==> config.mk <==
export PLATFORM = sky130hd
export DESIGN_NAME = sram_rmw_initiator
export DESIGN_NICKNAME = d
export VERILOG_FILES = /design/src/rtl/sram_rmw_pkg.sv /design/src/rtl/sram_byte_merge.sv /design/src/rtl/sram_rmw_initiator.sv
export SDC_FILE = /design/constraint.sdc
export NUM_CORES = 1
export LEC_CHECK = 0
export ABC_AREA = 1
export CAP_MARGIN = 10
export CORE_MARGIN = 8
export CORE_UTILIZATION = 30
export CTS_CLUSTER_SIZE = 24
export DETAILED_ROUTE_END_ITERATION = 8
export GPL_ROUTABILITY_DRIVEN = 0
export SLEW_MARGIN = 20
export SYNTH_ARGS = -nofsm -noshare
export SYNTH_HDL_FRONTEND = slang
export SYNTH_SLANG_ARGS = --single-unit
==> constraint.sdc <==
create_clock -name Clk_CI -period 2.5 [get_ports Clk_CI]
set_clock_uncertainty 0.05 [all_clocks]
set_input_delay 0.5 -clock Clk_CI [delete_from_list [all_inputs] [get_ports Clk_CI]]
set_output_delay 0.5 -clock Clk_CI [all_outputs]
set_load 0.05 [all_outputs]
==> src/rtl/sram_rmw_pkg.sv <==
// Shared types and constants for the SRAM read-modify-write initiator.
package sram_rmw_pkg;

  typedef enum logic [1:0] {
    ST_IDLE      = 2'd0,
    ST_RMW_READ  = 2'd1,
    ST_RMW_WRITE = 2'd2
  } rmw_state_e;

  localparam int unsigned RMW_CNT_WIDTH = 16;

  function automatic int unsigned byte_count(input int unsigned width);
    return (width + 32'd7) / 32'd8;
  endfunction

endpackage

==> src/rtl/sram_byte_merge.sv <==
// Per-byte merge of a new word over an old word; the top byte may be narrower
// than 8 bits when DATA_WIDTH is not a multiple of 8.
module sram_byte_merge
  import sram_rmw_pkg::*;
#(
  parameter  int unsigned DATA_WIDTH = 64,
  localparam int unsigned NUM_BYTES  = byte_count(DATA_WIDTH)
) (
  input  logic [DATA_WIDTH-1:0] old_word_i,
  input  logic [DATA_WIDTH-1:0] new_word_i,
  input  logic [NUM_BYTES-1:0]  ben_i,
  output logic [DATA_WIDTH-1:0] merged_o
);

  for (genvar i = 0; i < NUM_BYTES; i++) begin : g_byte
    localparam int unsigned LO = 8 * i;
    localparam int unsigned W  = ((DATA_WIDTH - LO) < 8) ? (DATA_WIDTH - LO) : 8;
    assign merged_o[LO +: W] = ben_i[i] ? new_word_i[LO +: W] : old_word_i[LO +: W];
  end

endmodule

==> src/rtl/sram_rmw_initiator.sv <==
// Requester-side SRAM controller: byte-enabled writes become read-modify-write.
// Define SRAM_RMW_STATS_EN to add the RmwCnt_DO completed-RMW counter.
module sram_rmw_initiator
  import sram_rmw_pkg::*;
#(
  parameter  int unsigned DATA_WIDTH = 64,
  parameter  int unsigned ADDR_WIDTH = 8,
  localparam int unsigned NUM_BYTES  = byte_count(DATA_WIDTH)
) (
  input  logic                  Clk_CI,
  input  logic                  Rst_RI,
  input  logic                  Req_SI,
  output logic                  Gnt_SO,
  input  logic                  Wen_SI,
  input  logic [NUM_BYTES-1:0]  BEn_SI,
  input  logic [ADDR_WIDTH-1:0] Addr_DI,
  input  logic [DATA_WIDTH-1:0] WData_DI,
  output logic                  RValid_SO,
  output logic [DATA_WIDTH-1:0] RData_DO,
  output logic                  CSel_SO,
  output logic                  WrEn_SO,
  output logic [NUM_BYTES-1:0]  BEn_SO,
  output logic [ADDR_WIDTH-1:0] SAddr_DO,
  output logic [DATA_WIDTH-1:0] SWrData_DO,
  input  logic [DATA_WIDTH-1:0] SRdData_DI
`ifdef SRAM_RMW_STATS_EN
  ,
  output logic [RMW_CNT_WIDTH-1:0] RmwCnt_DO
`endif
);

  rmw_state_e            state_q, state_d;
  logic [ADDR_WIDTH-1:0] addr_q, addr_d;
  logic [NUM_BYTES-1:0]  ben_q, ben_d;
  logic [DATA_WIDTH-1:0] wdata_q, wdata_d;
  logic [DATA_WIDTH-1:0] merged_q, merged_d;
  logic [DATA_WIDTH-1:0] merged_word;
  logic                  rvalid_q, rvalid_d;
  logic                  ben_full, ben_none;

  assign ben_full = &BEn_SI;
  assign ben_none = ~|BEn_SI;

  sram_byte_merge #(
    .DATA_WIDTH(DATA_WIDTH)
  ) i_byte_merge (
    .old_word_i(SRdData_DI),
    .new_word_i(wdata_q),
    .ben_i     (ben_q),
    .merged_o  (merged_word)
  );

  always_comb begin
    state_d    = state_q;
    addr_d     = addr_q;
    ben_d      = ben_q;
    wdata_d    = wdata_q;
    merged_d   = merged_q;
    rvalid_d   = 1'b0;
    Gnt_SO     = 1'b0;
    CSel_SO    = 1'b0;
    WrEn_SO    = 1'b0;
    SAddr_DO   = '0;
    SWrData_DO = '0;

    unique case (state_q)
      ST_IDLE: begin
        if (Req_SI) begin
          Gnt_SO = 1'b1;
          if (!Wen_SI) begin
            CSel_SO  = 1'b1;
            SAddr_DO = Addr_DI;
            rvalid_d = 1'b1;
          end else if (ben_full) begin
            CSel_SO    = 1'b1;
            WrEn_SO    = 1'b1;
            SAddr_DO   = Addr_DI;
            SWrData_DO = WData_DI;
          end else if (!ben_none) begin
            // Read the old word now; it returns while in RMW_READ.
            CSel_SO  = 1'b1;
            SAddr_DO = Addr_DI;
            addr_d   = Addr_DI;
            ben_d    = BEn_SI;
            wdata_d  = WData_DI;
            state_d  = ST_RMW_READ;
          end
        end
      end
      ST_RMW_READ: begin
        merged_d = merged_word;
        state_d  = ST_RMW_WRITE;
      end
      ST_RMW_WRITE: begin
        CSel_SO    = 1'b1;
        WrEn_SO    = 1'b1;
        SAddr_DO   = addr_q;
        SWrData_DO = merged_q;
        state_d    = ST_IDLE;
      end
      default: state_d = ST_IDLE;
    endcase

    // Reset must keep the SRAM untouched even though outputs are combinational.
    if (Rst_RI) begin
      Gnt_SO     = 1'b0;
      CSel_SO    = 1'b0;
      WrEn_SO    = 1'b0;
      SAddr_DO   = '0;
      SWrData_DO = '0;
    end
  end

  always_ff @(posedge Clk_CI) begin
    if (Rst_RI) begin
      state_q  <= ST_IDLE;
      addr_q   <= '0;
      ben_q    <= '0;
      wdata_q  <= '0;
      merged_q <= '0;
      rvalid_q <= 1'b0;
    end else begin
      state_q  <= state_d;
      addr_q   <= addr_d;
      ben_q    <= ben_d;
      wdata_q  <= wdata_d;
      merged_q <= merged_d;
      rvalid_q <= rvalid_d;
    end
  end

  assign RValid_SO = rvalid_q & ~Rst_RI;
  assign RData_DO  = RValid_SO ? SRdData_DI : '0;
  assign BEn_SO    = '1;

`ifdef SRAM_RMW_STATS_EN
  logic [RMW_CNT_WIDTH-1:0] rmw_cnt_q, rmw_cnt_d;

  always_comb begin
    rmw_cnt_d = rmw_cnt_q;
    if ((state_q == ST_RMW_READ) && !(&rmw_cnt_q)) begin
      rmw_cnt_d = rmw_cnt_q + RMW_CNT_WIDTH'(1);
    end
  end

  always_ff @(posedge Clk_CI) begin
    if (Rst_RI) begin
      rmw_cnt_q <= '0;
    end else begin
      rmw_cnt_q <= rmw_cnt_d;
    end
  end

  assign RmwCnt_DO = rmw_cnt_q;
`endif

endmodule

==> flow_metrics.py <==
metrics = {
    "floorplan": {
        "die_area_um2": 31320,
        "core-area_um2": 25760,
        "rows": 59,
        "die_height_um": 177.0,
        "start_util_pct": 30.18,
        "ios": 296,
        "die_w_um": 177.0,
    },
    "status": {
        "violations": "setup timing",
        "status": "finished, violations left",
    },
    "power_and_ir_drop": {
        "peakVddDrop_mv": 0.3403,
        "p_clk_share_pct": 42.2,
        "seqPwrFrac_pct": 39.8,
        "p_sw_mw": 1.789,
        "switching_share_pct": 27.60,
        "power_density_nw_per_um2": 456.1,
        "power_frac_comb_pct": 18.0,
        "leakagePower_nw": 6.285,
        "p_total_mw": 6.481,
        "p_int_mw": 4.692,
    },
    "hold_path": {
        "worstHoldPathType": "reg -> reg",
    },
    "logic_synthesis": {
        "yosysWarnings": 0,
        "synth_ff_type": "dfxtp_1",
        "synth_top_area_share_pct": 37.85,
        "ys_top_cells_by_count": "nand2_1, nor2_1, a21oi_1",
        "seq_area_frac_synth_pct": 37.85,
        "ys_async_sr_fraction_pct": 0,
        "synth.cell_area_um2": 7775,
        "synth-edff-count": 0,
        "syn_inst": 1292,
        "synth.avg_cell_area_um2": 6.018,
        "synth_cell_types": 19,
        "ys_seq_elements": 147,
        "synth.largest_area_cell": "dfxtp_1",
        "synthTopCellsByArea": "dfxtp_1, nand2_1, a21oi_1",
        "synth.most_common_cell": "nand2_1",
    },
    "flow_run": {
        "cap_violations": 0,
    },
    "sta": {
        "finalHoldViolations": 0,
        "timing.final.ws_setup_ns": -0.05632,
        "slew_headroom_pct": 53.57,
        "finalMaxSlewViolations": 0,
        "worst_pin_slew_ns": 0.6965,
        "finalCriticalPeriod_ns": 2.556,
        "finalCritPeriodShare_pct": 102.3,
        "fmax_mhz": 391.2,
        "rsz0062_at_grt": "true",
        "setup_tns_ns": -1.673,
        "setup_viol": 61,
    },
    "critical_path": {
        "end_kind": "output pin",
        "worst-setup-path-type": "in -> out",
        "cp_max_fo": 8,
        "cp.required_ns": 1.95,
        "critPathTopFamily": "buffers and inverters",
        "critPathLaunchType": "input pin",
        "cpPeakStageDelay_ns": 0.25,
        "critPathBufInv": 4,
        "worst_path_max_delay_cell": "clkdlybuf4s15_1",
        "crit_chain": "clkdlybuf4s15_1 -> nand2_1 -> nor2_2 -> nand2_2 -> nor2_4 -> buf_12 -> clkbuf_16 -> nand2_2 -> a21oi_4 -> buf_12",
        "arrival_ns": 2.01,
    },
    "grt": {
        "antenna_found_initial": 6,
        "grt_max_degree": 104,
        "grt_pass1_wl_um": 46960,
        "grt_pass1_vias": 8668,
        "overflow": 0,
        "grtUsageTotal_pct": 18.75,
    },
    "drt": {
        "topRoutingLayerUsed": "met5",
        "wirelength_um": 31250,
        "drcViolationCount": 0,
        "drt-pass1-iter-count": 6,
        "dr_total_vias": 8894,
        "vias_per_cell": 4.640,
        "postRouteAntennaNets": 0,
        "wl_per_cell_um": 16.30,
        "wl_met3_um": 2625,
        "detailroute.wirelength.met2_um": 15010,
        "drt_iter0_drc": 549,
        "met1Wirelength_um": 13180,
    },
    "placement": {
        "place_ws_ns": -0.3625,
        "dp_hpwl_um": 21090,
        "place_area_um2": 12520,
        "port_buffers": 287,
    },
    "final_layout": {
        "area_growth_pct": 82.78,
        "nNetsFinal": 1717,
        "num-fill-cells": 2421,
        "fin_area_um2": 14210,
        "layout-drive-gt1-share_pct": 23.02,
    },
    "clock_tree": {
        "clk-insertion-delay-late_ns": 0.41,
        "htree_levels": 4,
        "path_clk_slew_ns": 0.06,
        "root_buffer": "clkbuf_16",
        "clock_path_buffers": 2,
        "cts_buffers": 17,
        "cts_tree": "yes",
        "hold_buffers": 0,
        "clock-sinks": 147,
    },
}
[what timing repair did]
action,4_1_cts,5_1_grt
resized for setup,84,95
pin swaps,22,52
endpoints found under the hold margin,0,0
buffers inserted,9,1
setup endpoints to repair,74,74
cloned,4,6
[worst reg2reg max path, stage by stage, from the launching register on]
cell and delay [ns]:
dfxtp_4 0.35, inv_4 0.06, nand3_4 0.07, nor2_4 0.10
buf_4 0.11, buf_4 0.09, buf_4 0.10, nand2_1 0.09
nor2_4 0.23, buf_12 0.28, nand2_1 0.12, nand2_1 0.07
nor2_1 0.04
[flip-flops by register name, indices dropped and copies added (netlist names)]
signal / flops
rvalid_q: 1
wdata_q: 64
addr_q: 8
ben_q: 8
state_q: 2
merged_q: 64
[cell families after synthesis]
group | Yosys count | share of synthesized area (%)
buffers and inverters | 252 | 14.18
and+or+nand+nor | 626 | 30.80
AOI/OAI and AO/OA | 266 | 17.12
DFF | 147 | 37.85
other | 1 | 0.04823
[worst paths after layout]
path                                start                        to  cells after the start  slack (ns)
setup / recovery                BEn_SI[7]            SWrData_DO[41]                     10       -0.06
hold / removal     addr_q[1]$_SDFFE_PP0P_    addr_q[1]$_SDFFE_PP0P_                      2        0.43
setup reg to reg  state_q[1]$_SDFFE_PP0P_  wdata_q[35]$_SDFFE_PP0P_                     12        0.64
hold reg to reg    addr_q[1]$_SDFFE_PP0P_    addr_q[1]$_SDFFE_PP0P_                      2        0.43
[area by class of cell]
cell class	instances	area [um^2]	share of cell area, %
timing repair buffer	342	4952	34.85
tap	335	419.2	2.949
clock buffer	20	446.7	3.143
sequential	147	2948	20.74
antenna	1	2.502	0.01761
multi-input combinational	900	4656	32.76
clock inverter	11	177.7	1.250
inverter	161	609.3	4.288
[per-stage QoR]
stage	hold WS, ns	std cells	util [%]
6_report	0.4302	1917	55.16
5_1_grt	0.4462	1917	55.16
4_1_cts	0.4350	1909	52.90
3_5_place_dp	0.4223	1865	48.58
3_3_place_gp	0.4123	1865	48.58
2_1_floorplan	0.4043	1299	-
[power by group through the flow]
| stage | clock, mW | combinational (mW) | sequential [mW] |
|---|---|---|---|
| 6_report | 2.74 | 1.17 | 2.58 |
| 5_1_grt | 2.90 | 1.28 | 2.60 |
| 4_1_cts | 2.79 | 1.15 | 2.58 |
| 3_5_place_dp | 0 | 1.12 | 2.63 |
| 3_3_place_gp | 0 | 1.11 | 2.62 |
| 2_1_floorplan | 0 | 0.622 | 2.59 |
[cell usage in the layout (no fill, tap or decap), types with 3 or more instances in the layout]
cell type        count
nor2_1             230
nor2_2               4
buf_16               6
buf_12             144
clkdlybuf4s50_1    137
clkinvlp_4           3
nand2_1            318
nand2_4             28
nor2_4               6
inv_2                3
nand3_1             10
nand2_2             28
buf_6                4
buf_4               35
a21oi_2             20
dfxtp_1            145
a21oi_1            137
bufinv_16            4
conb_1               8
inv_1              155
dlygate4sd2_1        5
clkbuf_16           21
clkdlybuf4s15_1      4
o21ai_0             64
a21oi_4             45
[per-layer routing]
metal  GRT usage, %  vias up
li1               -     4499
met1          23.34     4080
met2          30.69      273
met3          6.635       32
met4          3.888       10
met5              0        -
No activity file was read; power rests on OpenSTA's default activity.
